`src/rtl/mem_ctrl.sv`:
```
// mem_ctrl: arbiter and byte serialiser between the core and the byte-wide RAM.
//
// Three requesters share the RAM port: instruction fetch (4-byte reads), load
// buffer (1/2/4-byte loads, sign/zero extended) and commit stores (1/2/4-byte
// writes). Each requester has a one-deep pending latch; the FSM grants in fixed
// priority store > load > fetch and moves one byte per cycle.
//
// Ports:
//   clk, rst             clock, asynchronous active-high reset
//   rdy                  global enable; low freezes all state and gates mem_wr
//   in_clear             misprediction flush (drops pending/active loads and fetches)
//   in_fetch_*           fetch request / out_fetch_* done pulse + instruction word
//   in_load_*            load request  / out_load_*  done pulse + extended data
//   in_store_*           store request / out_store_ce done pulse
//   mem_din/mem_dout     RAM read / write data byte
//   mem_a, mem_wr        RAM byte address and write strobe
//   io_buffer_full       UART buffer full; stalls writes into the I/O region
module mem_ctrl #(
    parameter int ADDR_W     = 32,
    parameter int IO_MASK_HI = 17,
    parameter int IO_MASK_LO = 16
) (
    input  logic              clk,
    input  logic              rst,
    input  logic              rdy,
    input  logic              in_clear,
    input  logic              in_fetch_ce,
    input  logic [ADDR_W-1:0] in_fetch_addr,
    output logic              out_fetch_ce,
    output logic [31:0]       out_fetch_data,
    input  logic              in_load_ce,
    input  logic [ADDR_W-1:0] in_load_addr,
    input  logic [2:0]        in_load_size,
    input  logic              in_load_signed,
    output logic              out_load_ce,
    output logic [31:0]       out_load_data,
    input  logic              in_store_ce,
    input  logic [ADDR_W-1:0] in_store_addr,
    input  logic [2:0]        in_store_size,
    input  logic [31:0]       in_store_data,
    output logic              out_store_ce,
    input  logic [7:0]        mem_din,
    output logic [7:0]        mem_dout,
    output logic [ADDR_W-1:0] mem_a,
    output logic              mem_wr,
    input  logic              io_buffer_full
);

    typedef enum logic [1:0] {IDLE, READ, WRITE} state_t;

    state_t state, next_state;

    // Pending request latches
    logic              fetch_pend, load_pend, store_pend;
    logic [ADDR_W-1:0] fetch_addr_q, load_addr_q, store_addr_q;
    logic [2:0]        load_size_q, store_size_q;
    logic              load_signed_q;
    logic [31:0]       store_data_q;

    // Active-access datapath
    logic [1:0]        cnt;
    logic [2:0]        cur_size;
    logic              owner_fetch;
    logic [2:0][7:0]   rbuf;
    logic              mem_wr_q;

    // Combinational helpers
    logic              load_live, fetch_live;
    logic              grant_store, grant_load, grant_fetch;
    logic              last_byte, io_stall, read_done, write_done;
    logic [1:0]        cnt_next;
    logic [7:0]        b0, b1, b2, b3;
    logic [31:0]       raw_word, read_word;

    // ---------------- state register ----------------
    // NOTE: sequential state uses non-blocking assignments so every flop samples
    // pre-edge values regardless of process evaluation order.
    always_ff @(posedge clk or posedge rst) begin
        if (rst)      state <= IDLE;
        else if (rdy) state <= next_state;
    end

    // ---------------- next-state logic ----------------
    // NOTE: every variable assigned in a combinational block gets a default first,
    // otherwise unassigned paths would infer latches.
    always_comb begin
        next_state = state;
        case (state)
            IDLE:    if (grant_store)                    next_state = WRITE;
                     else if (grant_load || grant_fetch) next_state = READ;
            READ:    if (in_clear || last_byte)          next_state = IDLE;
            WRITE:   if (write_done)                     next_state = IDLE;
            default:                                     next_state = IDLE;
        endcase
    end

    // ---------------- output / datapath decode ----------------
    always_comb begin
        // A flush at this edge kills load/fetch latches, so they cannot be granted.
        load_live   = load_pend  && !in_clear;
        fetch_live  = fetch_pend && !in_clear;
        grant_store = store_pend;
        grant_load  = !store_pend && load_live;
        grant_fetch = !store_pend && !load_live && fetch_live;

        last_byte   = ({1'b0, cnt} == (cur_size - 3'd1));
        io_stall    = (state == WRITE) && mem_a[IO_MASK_HI] && mem_a[IO_MASK_LO] && io_buffer_full;
        read_done   = (state == READ)  && last_byte && !in_clear;
        write_done  = (state == WRITE) && last_byte && !io_stall;
        cnt_next    = cnt + 2'd1;

        // Last byte comes straight from mem_din; lanes above it are zero.
        b0 = (cnt == 2'd0) ? mem_din : rbuf[0];
        b1 = (cnt == 2'd1) ? mem_din : ((cnt > 2'd1) ? rbuf[1] : 8'h00);
        b2 = (cnt == 2'd2) ? mem_din : ((cnt > 2'd2) ? rbuf[2] : 8'h00);
        b3 = (cnt == 2'd3) ? mem_din : 8'h00;
        raw_word = {b3, b2, b1, b0};

        read_word = raw_word;
        if (!owner_fetch && load_signed_q) begin
            case (cur_size)
                3'd1:    read_word = {{24{raw_word[7]}},  raw_word[7:0]};
                3'd2:    read_word = {{16{raw_word[15]}}, raw_word[15:0]};
                default: read_word = raw_word;
            endcase
        end

        // Only the write strobe is gated combinationally: by rdy and by the I/O stall.
        mem_wr = mem_wr_q && rdy && !io_stall;
    end

    // ---------------- request latches ----------------
    always_ff @(posedge clk or posedge rst) begin
        if (rst) begin
            fetch_pend    <= 1'b0;
            load_pend     <= 1'b0;
            store_pend    <= 1'b0;
            fetch_addr_q  <= '0;
            load_addr_q   <= '0;
            store_addr_q  <= '0;
            load_size_q   <= 3'd0;
            store_size_q  <= 3'd0;
            load_signed_q <= 1'b0;
            store_data_q  <= 32'h0;
        end else if (rdy) begin
            if (in_store_ce) begin
                store_pend   <= 1'b1;
                store_addr_q <= in_store_addr;
                store_size_q <= in_store_size;
                store_data_q <= in_store_data;
            end else if (write_done) begin
                store_pend   <= 1'b0;
            end

            if (in_clear) begin
                load_pend     <= 1'b0;
            end else if (in_load_ce) begin
                load_pend     <= 1'b1;
                load_addr_q   <= in_load_addr;
                load_size_q   <= in_load_size;
                load_signed_q <= in_load_signed;
            end else if (read_done && !owner_fetch) begin
                load_pend     <= 1'b0;
            end

            if (in_clear) begin
                fetch_pend   <= 1'b0;
            end else if (in_fetch_ce) begin
                fetch_pend   <= 1'b1;
                fetch_addr_q <= in_fetch_addr;
            end else if (read_done && owner_fetch) begin
                fetch_pend   <= 1'b0;
            end
        end
    end

    // ---------------- registered outputs and byte engine ----------------
    // NOTE: the small read byte buffer is reset along with everything else so the
    // bus outputs are deterministic from reset; it is not a RAM array.
    always_ff @(posedge clk or posedge rst) begin
        if (rst) begin
            cnt            <= 2'd0;
            cur_size       <= 3'd0;
            owner_fetch    <= 1'b0;
            rbuf           <= '0;
            mem_wr_q       <= 1'b0;
            mem_a          <= '0;
            mem_dout       <= 8'h00;
            out_fetch_ce   <= 1'b0;
            out_fetch_data <= 32'h0;
            out_load_ce    <= 1'b0;
            out_load_data  <= 32'h0;
            out_store_ce   <= 1'b0;
        end else if (rdy) begin
            out_fetch_ce <= 1'b0;
            out_load_ce  <= 1'b0;
            out_store_ce <= 1'b0;
            case (state)
                IDLE: begin
                    cnt <= 2'd0;
                    if (grant_store) begin
                        mem_a    <= store_addr_q;
                        mem_dout <= store_data_q[7:0];
                        mem_wr_q <= 1'b1;
                        cur_size <= store_size_q;
                    end else if (grant_load) begin
                        mem_a       <= load_addr_q;
                        cur_size    <= load_size_q;
                        owner_fetch <= 1'b0;
                    end else if (grant_fetch) begin
                        mem_a       <= fetch_addr_q;
                        cur_size    <= 3'd4;
                        owner_fetch <= 1'b1;
                    end
                end
                READ: begin
                    if (in_clear) begin
                        cnt <= 2'd0;
                    end else if (last_byte) begin
                        cnt <= 2'd0;
                        if (owner_fetch) begin
                            out_fetch_ce   <= 1'b1;
                            out_fetch_data <= read_word;
                        end else begin
                            out_load_ce    <= 1'b1;
                            out_load_data  <= read_word;
                        end
                    end else begin
                        rbuf[cnt] <= mem_din;
                        cnt       <= cnt_next;
                        mem_a     <= mem_a + ADDR_W'(1);
                    end
                end
                WRITE: begin
                    // During an I/O stall the byte, address and counter all hold.
                    if (!io_stall) begin
                        if (last_byte) begin
                            cnt          <= 2'd0;
                            mem_wr_q     <= 1'b0;
                            out_store_ce <= 1'b1;
                        end else begin
                            cnt      <= cnt_next;
                            mem_a    <= mem_a + ADDR_W'(1);
                            mem_dout <= store_data_q[8*cnt_next +: 8];
                        end
                    end
                end
                default: cnt <= 2'd0;
            endcase
        end
    end

endmodule

```
`config.mk`:
```
export PLATFORM = sky130hd
export DESIGN_NAME = mem_ctrl
export DESIGN_NICKNAME = d
export VERILOG_FILES = /design/src/rtl/mem_ctrl.sv
export SDC_FILE = /design/constraint.sdc
export NUM_CORES = 1
export LEC_CHECK = 0
export ABC_CLOCK_PERIOD_IN_PS = 24800
export CORE_ASPECT_RATIO = 1.5
export CORE_MARGIN = 2
export CORE_UTILIZATION = 50
export CTS_CLUSTER_DIAMETER = 80
export DETAILED_ROUTE_END_ITERATION = 10
export GPL_ROUTABILITY_DRIVEN = 1
export GPL_TIMING_DRIVEN = 1
export HOLD_SLACK_MARGIN = 0.05
export PLACE_DENSITY = 0.78
export SYNTH_ARGS = -nofsm -noshare
export SYNTH_HDL_FRONTEND = slang
export SYNTH_SLANG_ARGS = --single-unit
```
`constraint.sdc`:
```
create_clock -name clk -period 24.8 [get_ports clk]
set_input_delay 4.96 -clock clk [delete_from_list [all_inputs] [get_ports clk]]
set_output_delay 4.96 -clock clk [all_outputs]
set_load 0.02 [all_outputs]
```
Word-level counts from Yosys, hierarchy flattened --
Index checks and enable logic that the tools add are counted.
Operators by class: add/subtract/negate cells 3, $lt $le $gt $ge 4, eq/ne operators 17, shift-type cells 1, multiplexer cells 59, bitwise logic cells 4, reductions and logical operators 50
Operators by type and width (number):
- 2-to-1 mux 32 bit | 7
- one-hot mux 32 bit (3 select lines) | 1
- 2-to-1 mux 8 bit | 10
- one-hot mux 32 bit (2 select lines) | 1
- adder 32 x 1 -> 32 bit (second input constant) | 1
- variable part select 32 x 6 -> 8 bit | 1
- AND reduction 5 bit | 5
- bitwise mux 24 bit | 1
- 2-to-1 mux 1 bit | 24
- logical AND 1 bit | 18
- demux 8 bit (select 2 bit) | 1
- one-hot mux 8 bit (2 select lines) | 1
- 2-to-1 mux 2 bit | 7
- inequality test 2 bit (second input constant) | 7
- AND reduction 4 bit | 3
- nonzero test 3 bit | 4
- AND reduction 2 bit | 5
- 2-to-1 mux 3 bit | 3
- AND reduction 3 bit | 3
- == test 2 bit (second input constant) | 3
- one-hot mux 2 bit (3 select lines) | 1
- nonzero test 2 bit | 3
- zero test 1 bit | 5
- == test 2 x 1 -> 1 bit (second input constant) | 2
- other kinds (16) | 21
Word-level totals: register bits 278, input bits 151, output and inout bits 108, word-level logic and storage cells 163

Depth between registers and ports, before layout --
Gate-level depths: netlist of run 1.
word-level depth 9, gate-level depth with buffers 12, mapped depth without buffers 7

Worst setup path after synthesis of run 1 --
No wires, ideal clock.
path kind input to output, start point in io_buffer_full, end point out mem_wr, arrival time 5.470 ns, required time 19.840 ns, setup slack 14.370 ns, stages 3, path buffers 0, cell sequence nand4_1 nand2_1 nor2_1
On the way: word-level cells in the longest chain between the ends 3
RTL lines:
- start, declared | line 46 | input logic io_buffer_full
- logical AND 1 bit | line 107 | io_stall = (state == WRITE) && mem_a[IO_MASK_HI] && mem_a[IO_MASK_LO] && io_buffer_full;
- zero test 1 bit
- logical AND 1 bit | line 129 | mem_wr = mem_wr_q && rdy && !io_stall;
- end, declared | line 45 | output logic mem_wr,
Every way passes these cells.

Worst setup path after layout of run 1 --
start point in rdy, end point out mem_wr
On the way: word-level cells in the longest chain between the ends 2
RTL lines:
- start, declared | line 25 | input logic rdy,
- logical AND 1 bit (2 in series) | line 129
Every way passes these cells.

==> impl_metrics.csv, run 1 <==
group,metric,value,unit
status,run_status,"completed",
sta,drv_slew,0,
placed_design,routabilityCongestion,0.838,
power,p_comb_frac,0.405,
sta,relSlewSlack,0.197,
sta,worst_slack,13.06,ns
grt,met3_usage,0.0490,
floorplan,coreArea,0.0256,mm²
logic_synthesis,syn-num-nets,1308,
sta,finalCritPeriodShare,0.473,
grt,antenna_found_initial,2,
cells_and_area,area_delta_synth_final,27.8,%
sta,rsz0062_at_grt,"no",
sta,final_hold_viol_count,0,
sta,setup-tns-final,0,ns
clocking,postCtsSetupBuffers,0,
critical_path,reg2regPathDepth,5,
grt,grt_first_pass_wirelength,52200,µm
grt,met1_usage,0.274,
logic_synthesis,synth_top_area_cell,"dfrtp_1",
drt,drt_iter0_markers,605,
clocking,clock_latency,0.53,ns
clocking,cts_sinks,278,
hold_path,hold_class,"reg2reg",
critical_path,path_delay_family,"buffers and inverters",
clocking,path_clk_slew,0.07,ns
grt,grt_overflow,0,
cells_and_area,nNetsFinal,1528,
critical_path,cp_max_fo,12,
logic_synthesis,synth_top_area_frac,0.538,
logic_synthesis,syn_inst,1146,
power,p_per_area,112,mW/mm²
critical_path,crit_slowest_cell,"clkdlybuf4s50_1",
critical_path,cp.required,19.84,ns
clocking,cts_tree,"built",
cells_and_area,drive_gt1_frac,0.205,
grt,gr-usage-met2,0.442,
clocking,cts_hold_buf,0,
floorplan,io_pins,259,
logic_synthesis,ys_types,58,
critical_path,worstSetupPathType,"in2out",
critical_path,crit_top_cell,"clkdlybuf4s50_1",
clocking,htreeDepth,1,
power,ir_drop,0.0000631,V
critical_path,reg2reg_from,"grant_store",
hold_path,holdPathStages,1,
drt,antenna_left,0,
logic_synthesis,async_flop_share,1.00,
floorplan,die-area,0.0272,mm²
drt,viasPerCell,5.67,
grt,grt_pass1_vias,9994,
critical_path,worstPathArrival,6.78,ns
grt,grt_max_degree,129,
critical_path,cp_num_buf_inv,2,
grt,top_usage_layer,"met2",
logic_synthesis,ys_seq_area_frac,0.538,
sta,holdWs,0.498,ns
floorplan,start_util,0.505,
drt,drc,0,
placed_design,dp_slack,13.06,ns
clocking,cts.path.max_buffers,3,
drt,drt-wirelength-per-cell,19.2,µm
power,power.internal,1.17,mW
hold_path,holdCritStartpoint,"out_fetch_ce",
clocking,cts_buffers,26,
power,p_sw,0.690,mW
logic_synthesis,syn_area_per_cell,11.3,µm²
power,p_clk_frac,0.215,
logic_synthesis,synth_warnings,0,
grt,grt_util_all_layers,0.243,
sta,fmax,85.2,MHz
logic_synthesis,synth_edf_count,0,
cells_and_area,layout_common_cells,"277 x dfrtp_1, 258 x clkdlybuf4s50_1, 212 x mux2_2",
sta,skew,0.0227,ns
critical_path,r2r_slack,21.46,ns
critical_path,reg2reg_to,"mem_a[0]",
sta,setup_viol,0,
critical_path,slowest_delay,0.75,ns
placed_design,io_buffers,258,
clocking,cts.root.buffer_cell,"clkbuf_16",
floorplan,rows,72,
logic_synthesis,synth_seq_cells,278,
logic_synthesis,syn_area,0.0129,mm²
cells_and_area,utilization,0.646,
sta,worst_slew_pin_slew,1.20,ns
power,p_leak,7.06,nW
drt,dr.pass1.iters,5,
clocking,cts_resized,0,
critical_path,cp_cell_sequence,"clkdlybuf4s50_1 -> nand2_1 -> nor2_1 -> clkdlybuf4s50_1",
power,seqPwrFrac,0.380,
run,cap_viol_max_count,0,
floorplan,die-height,201,µm
logic_synthesis,synth_top_flop_cell,"dfrtp_1",
drt,wirelength,33000,µm
placed_design,dpl.hpwl,23100,µm
floorplan,die_x,135,µm
power,p_sw_frac,0.372,
drt,vias,9746,
critical_path,end_kind,"output pin",
cells_and_area,final_common_cell,"dfrtp_1",
logic_synthesis,ys_top_cells_by_area,"dfrtp_1 54%, mux2_2 18%, a21oi_1 5.0%",
critical_path,crit_path_start_kind,"input pin",
hold_path,whs_endpoint,"out_fetch_ce",
sta,fin_crit,11.74,ns
==> stage by stage <==
stage	power (mW)	area [µm²]	instances
final	1.85	16500	1720
after global routing	1.96	16500	1720
after detailed placement	1.46	15700	1671
after floorplan	1.17	12900	1146
after global placement	1.43	15700	1671
after CTS	1.87	16500	1718
==> worst max path at each step <==
stage               startpoint      to  slack [ns]  cells after the start
global route               rdy  mem_wr       12.94                      4
global placement           rdy  mem_wr       13.09                      4
detailed placement         rdy  mem_wr       13.06                      4
floorplan                  rst  cnt[0]       12.17                      1
finish                     rdy  mem_wr       13.06                      4
CTS                        rdy  mem_wr       13.07                      4
==> cells in the mapped netlist (all sizes together), types with 2 or more instances <==
library cell    n
a211oi          3
a21o            3
a21oi         131
a22o            2
a22oi           2
a2bb2oi        19
and2            4
and3            5
and4            2
buf            41
clkbuf         33
dfrtp         278
ha             11
inv            29
mux2          212
mux2i          19
nand2          91
nand2b          3
nand3          29
nand3b          3
nand4          15
nor2           81
nor2b           2
nor3            6
nor3b           4
nor4            4
o211ai         10
o21a            3
o21ai          50
o22ai          27
o31ai           2
o32ai           3
or3             4
xor2            2
==> registers in the layout, summed over array words and instances, names as in the netlist, 2 cells and up <==
register and cells:
load_size_q 3, mem_dout 8, store_size_q 3, mem_a 32, cur_size 3, load_addr_q 32, out_load_data 32, fetch_addr_q 32
out_fetch_data 32, rbuf 24, cnt 2, state 2, store_data_q 32, store_addr_q 32
==> per-layer routing <==
| layer | wire [µm] | share of wire |
|---|---|---|
| met1 | 11900 | 0.36 |
| met2 | 17800 | 0.54 |
| met3 | 2000 | 0.060 |
| met4 | 1280 | 0.039 |
| met5 | 0 | 0 |
==> layout make-up <==
class                   instances  area, µm²
clock inverters                12        108
well taps                     333        417
diodes                          2       5.00
repair buffers                266       2640
multi-input cells             765       5520
clock buffers                  35        756
inverters                      29        116
fillers                      2056       9070
flip-flops and latches        278       6960
==> power by group through the flow <==
| stage | clock [mW] | combinational [mW] | sequential, mW |
|---|---|---|---|
| finish | 0.399 | 0.751 | 0.704 |
| CTS | 0.408 | 0.754 | 0.703 |
| global placement | 0 | 0.731 | 0.704 |
| global route | 0.425 | 0.817 | 0.723 |
| detailed placement | 0 | 0.750 | 0.710 |
| floorplan | 0 | 0.405 | 0.762 |
==> worst reg2reg max path, delay by kind of cell (launching register included) <==
family	cells	cell delay (ns)
AOI/OAI and AO/OA	2	0.51
DFF	1	1.03
and+or+nand+nor	3	1.66
==> kinds of logic (layout without fill, tap and decap cells) <==
kind of cell / Yosys count / count (layout) / synth area share
AND/OR/NAND/NOR: 256 / 256 / 0.0923
XOR/XNOR: 3 / 3 / 0.00203
AO/OA/AOI/OAI: 264 / 264 / 0.121
other: 0 / 2 / 0
adder cells (fa/ha/maj): 11 / 11 / 0.0106
flip-flops: 278 / 278 / 0.538
buffers and inverters: 103 / 342 / 0.0368
multiplexers: 231 / 231 / 0.199
(Power assumes the default switching activity.)
==> run 2: changes to the inputs <==
--- a/config.mk
+++ b/config.mk
@@ -5,7 +5,7 @@
 export SDC_FILE = /design/constraint.sdc
 export NUM_CORES = 1
 export LEC_CHECK = 0
-export ABC_CLOCK_PERIOD_IN_PS = 24800
+export ABC_CLOCK_PERIOD_IN_PS = 11700
 export CORE_ASPECT_RATIO = 1.5
 export CORE_MARGIN = 2
 export CORE_UTILIZATION = 50
==> constraint.sdc (replaced) <==
create_clock -name clk -period 11.7 [get_ports clk]
set_input_delay 2.34 -clock clk [delete_from_list [all_inputs] [get_ports clk]]
set_output_delay 2.34 -clock clk [all_outputs]
set_load 0.02 [all_outputs]
==> impl_metrics.csv, run 2 (synthesis gave the netlist of run 1 again) <==
group,metric,value,unit
drt,dr.pass1.iters,5,
floorplan,io_pins,259,
floorplan,rows,72,
clocking,htreeDepth,1,
grt,grt_util_all_layers,0.245,
clocking,cts_resized,0,
critical_path,worstSetupPathType,"in2out",
grt,grt_max_degree,132,
cells_and_area,seqCellArea,0.00696,mm²
cells_and_area,area_delta_synth_final,28.3,%
cells_and_area,nNetsFinal,1528,
placed_design,io_buffers,258,
drt,wirelength,32700,µm
sta,fmax,153,MHz
placed_design,place_inst,1671,
sta,finalCritPeriodShare,0.559,
floorplan,die_x,135,µm
sta,drv_slew,0,
cells_and_area,drive_gt1_frac,0.204,
critical_path,cp_max_fo,12,
placed_design,dp_slack,5.16,ns
clocking,cts.root.buffer_cell,"clkbuf_16",
placed_design,routabilityCongestion,0.837,
cells_and_area,layout_common_cells,"277 x dfrtp_1, 258 x clkdlybuf4s50_1, 212 x mux2_2",
sta,rsz0062_at_grt,"no",
critical_path,worstPathArrival,4.20,ns
placed_design,placed_cell_area,0.0157,mm²
sta,final_hold_viol_count,0,
critical_path,end_kind,"output pin",
grt,grt_first_pass_wirelength,53200,µm
critical_path,slowest_delay,0.76,ns
hold_path,hold_class,"reg2reg",
clocking,cts_tree,"built",
floorplan,die-area,0.0272,mm²
drt,viasPerCell,5.65,
clocking,path_clk_slew,0.06,ns
cells_and_area,final_common_cell,"dfrtp_1",
clocking,cts_sinks,278,
drt,vias,9717,
sta,setup-tns-final,0,ns
cells_and_area,finalInstanceArea,0.0166,mm²
cells_and_area,multi_input_area,0.00552,mm²
floorplan,coreArea,0.0256,mm²
critical_path,cp_cell_sequence,"clkdlybuf4s50_1 -> nand2_1 -> nor2_1 -> clkdlybuf4s50_1",
clocking,cts_buffers,26,
floorplan,start_util,0.505,
sta,fin_crit,6.54,ns
cells_and_area,final_cells,1721,
grt,grt_overflow,0,
cells_and_area,fillers,2084,
drt,drc,0,
grt,antenna_found_initial,5,
placed_design,dpl.hpwl,23000,µm
drt,drt-wirelength-per-cell,19.0,µm
power,p_per_area,240,mW/mm²
clocking,postCtsSetupBuffers,0,
critical_path,crit_path_start_kind,"input pin",
drt,antenna_left,0,
status,run_status,"completed",
sta,worst_slew_pin_slew,1.18,ns
grt,grt_pass1_vias,10106,
run,cap_viol_max_count,0,
drt,drt_iter0_markers,631,
power,total_power,3.99,mW
floorplan,die-height,201,µm
power,p_leak,7.10,nW
critical_path,cp.required,9.36,ns
clocking,cts_hold_buf,0,
power,ir_drop,0.000165,V
clocking,cts.path.max_buffers,3,
sta,relSlewSlack,0.216,
clocking,clock_latency,0.54,ns
sta,skew,0.0149,ns
sta,worst_slack,5.16,ns
critical_path,crit_top_cell,"clkdlybuf4s50_1",
sta,setup_viol,0,
critical_path,crit_slowest_cell,"clkdlybuf4s50_1",
run 2: cell type report:
class | count | area share
diodes | 3 | 0.000452
clock buffers | 41 | 0.0499
clock inverters | 6 | 0.00633
inverters | 29 | 0.00701
multi-input cells | 765 | 0.333
flip-flops and latches | 278 | 0.419
well taps | 333 | 0.0251
repair buffers | 266 | 0.159
run 2: worst max-delay path: cells and delay by family:
family | cells | cell delay [ns]
buf+inv | 2 | 1.45
simple gates | 2 | 0.40
run 2: final timing paths:
kind	start	to	slack [ns]	depth (start not counted)
min	out_load_ce	out_load_ce	0.50	1
max	rdy	mem_wr	5.16	4
max reg2reg	grant_store	mem_a[0]	8.27	5
min in group asynchronous	rst	out_load_data[10]	2.41	2
max in group asynchronous	rst	store_addr_q[30]	7.66	3
min reg2reg	out_load_ce	out_load_ce	0.50	1
run 2: stage by stage:
step	hold WS [ns]	utilization
after floorplan	0.466	-
final	0.496	0.648
after global routing	0.509	0.648
after global placement	0.482	0.612
after CTS	0.502	0.648
after detailed placement	0.487	0.612
run 2: layer usage:
layer	GRT usage	share of wire	vias to the layer above
met2	0.435	0.53	348
met4	0.103	0.040	0
li1	-	-	4527
met5	0	0	-
met3	0.0492	0.062	71
met1	0.286	0.37	4771
run 2: power by group:
group          switching (mW)  internal, mW  total [mW]
clock                   0.359         0.549       0.908
sequential              0.245          1.25        1.49
combinational           0.844         0.744        1.59
==> run 3: changes to the inputs <==
==> config.mk (replaced) <==
export PLATFORM = sky130hd
export DESIGN_NAME = mem_ctrl
export DESIGN_NICKNAME = d
export VERILOG_FILES = /design/src/rtl/mem_ctrl.sv
export SDC_FILE = /design/constraint.sdc
export NUM_CORES = 1
export LEC_CHECK = 0
export ABC_CLOCK_PERIOD_IN_PS = 5300
export CORE_ASPECT_RATIO = 1.5
export CORE_MARGIN = 2
export CORE_UTILIZATION = 47
export CTS_CLUSTER_DIAMETER = 80
export DETAILED_ROUTE_END_ITERATION = 10
export GPL_ROUTABILITY_DRIVEN = 1
export GPL_TIMING_DRIVEN = 1
export HOLD_SLACK_MARGIN = 0.05
export PLACE_DENSITY = 0.77
export SYNTH_ARGS = -nofsm -noshare
export SYNTH_HDL_FRONTEND = slang
export SYNTH_SLANG_ARGS = --single-unit
==> constraint.sdc (replaced) <==
create_clock -name clk -period 5.3 [get_ports clk]
set_input_delay 1.06 -clock clk [delete_from_list [all_inputs] [get_ports clk]]
set_output_delay 1.06 -clock clk [all_outputs]
set_load 0.02 [all_outputs]
==> impl_metrics.csv, run 3 (synthesis gave the netlist of run 1 again) <==
group,metric,value,unit
power,power.internal,5.57,mW
sta,relSlewSlack,0.220,
floorplan,io_pins,259,
cells_and_area,final_common_cell,"dfrtp_1",
clocking,cts.path.max_buffers,3,
run,cap_viol_max_count,0,
floorplan,die_x,139,µm
placed_design,io_buffers,258,
power,p_comb_frac,0.405,
power,p_per_area,529,mW/mm²
cells_and_area,area_delta_synth_final,28.8,%
power,p_leak,7.12,nW
drt,drc,0,
power,p_clk_frac,0.226,
floorplan,coreArea,0.0271,mm²
hold_path,holdPathStages,1,
critical_path,reg2reg_to,"mem_a[0]",
clocking,clock_latency,0.55,ns
cells_and_area,nNetsFinal,1533,
grt,grt_util_all_layers,0.231,
critical_path,reg2regPathDepth,7,
floorplan,die-height,207,µm
hold_path,hold_class,"reg2reg",
critical_path,slowest_delay,0.77,ns
critical_path,crit_slowest_cell,"clkdlybuf4s50_1",
clocking,cts_tree,"built",
drt,viasPerCell,5.59,
critical_path,crit_start,"rdy",
sta,fin_crit,3.95,ns
grt,grt_pass1_vias,10133,
sta,rsz0062_at_grt,"no",
power,p_sw,3.24,mW
clocking,cts.root.buffer_cell,"clkbuf_16",
cells_and_area,seqCellArea,0.00696,mm²
clocking,cts_sinks,278,
sta,fmax,253,MHz
sta,finalCritPeriodShare,0.745,
placed_design,dpl.hpwl,23700,µm
critical_path,reg2reg_from,"state[1]",
grt,grt_max_degree,144,
floorplan,die-area,0.0289,mm²
drt,antenna_left,0,
placed_design,routabilityCongestion,0.859,
critical_path,end_kind,"output pin",
critical_path,worstPathArrival,2.89,ns
sta,setup-tns-final,0,ns
cells_and_area,fillers,2236,
power,ir_drop,0.000349,V
grt,grt_first_pass_wirelength,53800,µm
clocking,cts_hold_buf,0,
clocking,postCtsSetupBuffers,0,
critical_path,r2r_slack,2.21,ns
grt,antenna_found_initial,5,
sta,drv_slew,0,
clocking,htreeDepth,1,
drt,drt-wirelength-per-cell,19.2,µm
critical_path,crit_path_start_kind,"input pin",
clocking,cts_buffers,28,
cells_and_area,layout_common_cells,"277 x dfrtp_1, 258 x clkdlybuf4s50_1, 212 x mux2_2",
sta,setup_viol,0,
drt,wirelength,33400,µm
critical_path,cp-endpoint,"mem_wr",
critical_path,crit_top_cell,"clkdlybuf4s50_1",
drt,drt_iter0_markers,475,
floorplan,rows,74,
power,seqPwrFrac,0.368,
power,total_power,8.81,mW
drt,dr.pass1.iters,6,
grt,grt_overflow,0,
cells_and_area,drive_gt1_frac,0.207,
clocking,path_clk_slew,0.06,ns
critical_path,cp.required,4.24,ns
clocking,cts_resized,0,
sta,skew,0.0149,ns
critical_path,cp_max_fo,12,
floorplan,start_util,0.477,
status,run_status,"completed",
cells_and_area,multi_input_area,0.00552,mm²
sta,worst_slew_pin_slew,1.17,ns
sta,final_hold_viol_count,0,
drt,vias,9718,
critical_path,worstSetupPathType,"in2out",
critical_path,cp_cell_sequence,"clkdlybuf4s50_1 -> nand2_1 -> nor2_1 -> clkdlybuf4s50_1",
power,p_sw_frac,0.368,
run 3: changes by cell type in the layout (fill, tap and decap cells not counted), sizes merged:
cell / delta
buf: +3
bufinv: -2
clkbuf: +2
clkinv: +3
clkinvlp: +3
diode: +2
inv: -1
run 3: metal layers:
layer / GRT usage / vias to the layer above / share of wire
met5: 0 / - / 0
li1: - / 4556 / -
met4: 0.106 / 0 / 0.042
met1: 0.260 / 4791 / 0.37
met2: 0.420 / 297 / 0.54
met3: 0.0416 / 74 / 0.052
run 3: how the worst min path moves through the flow:
stage                startpoint                to  slack, ns
2_1_floorplan          mem_wr_q          mem_wr_q       0.47
3_3_place_gp   store_data_q[28]  store_data_q[28]       0.48
3_5_place_dp       out_fetch_ce      out_fetch_ce       0.48
4_1_cts            out_fetch_ce      out_fetch_ce       0.50
5_1_grt         load_addr_q[20]   load_addr_q[20]       0.51
6_report       store_data_q[29]  store_data_q[29]       0.50
run 3: power groups by stage:
| stage | combinational, mW | sequential (mW) | clock [mW] |
|---|---|---|---|
| 6_report | 3.57 | 3.25 | 1.99 |
| 3_5_place_dp | 3.57 | 3.27 | 0 |
| 5_1_grt | 3.86 | 3.34 | 2.12 |
| 4_1_cts | 3.58 | 3.24 | 2.04 |
| 3_3_place_gp | 3.48 | 3.24 | 0 |
| 2_1_floorplan | 1.90 | 3.57 | 0 |
run 3: critical path, delay by kind of cell:
| family | cells | cell delay, ns |
|---|---|---|
| buffers and inverters | 2 | 1.43 |
| and+or+nand+nor | 2 | 0.40 |
run 3: through the flow:
| stage | std cells | hold WS [ns] | instance area, µm² | setup WS [ns] | util |
|---|---|---|---|---|---|
| final | 1740 | 0.500 | 16700 | 1.35 | 0.614 |
| after global routing | 1740 | 0.511 | 16700 | 1.24 | 0.614 |
| after CTS | 1735 | 0.498 | 16600 | 1.36 | 0.613 |
| after detailed placement | 1683 | 0.484 | 15700 | 1.37 | 0.579 |
| after global placement | 1683 | 0.481 | 15700 | 1.40 | 0.579 |
| after floorplan | 1146 | 0.466 | 12900 | 0.561 | - |
run 3: area by class of cell:
type | count | area share
antenna | 5 | 0.000751
multi-input combinational | 765 | 0.332
clock buffer | 43 | 0.0515
clock inverter | 9 | 0.00496
timing repair buffer | 269 | 0.161
sequential | 278 | 0.418
inverter | 29 | 0.00676
tap | 342 | 0.0257
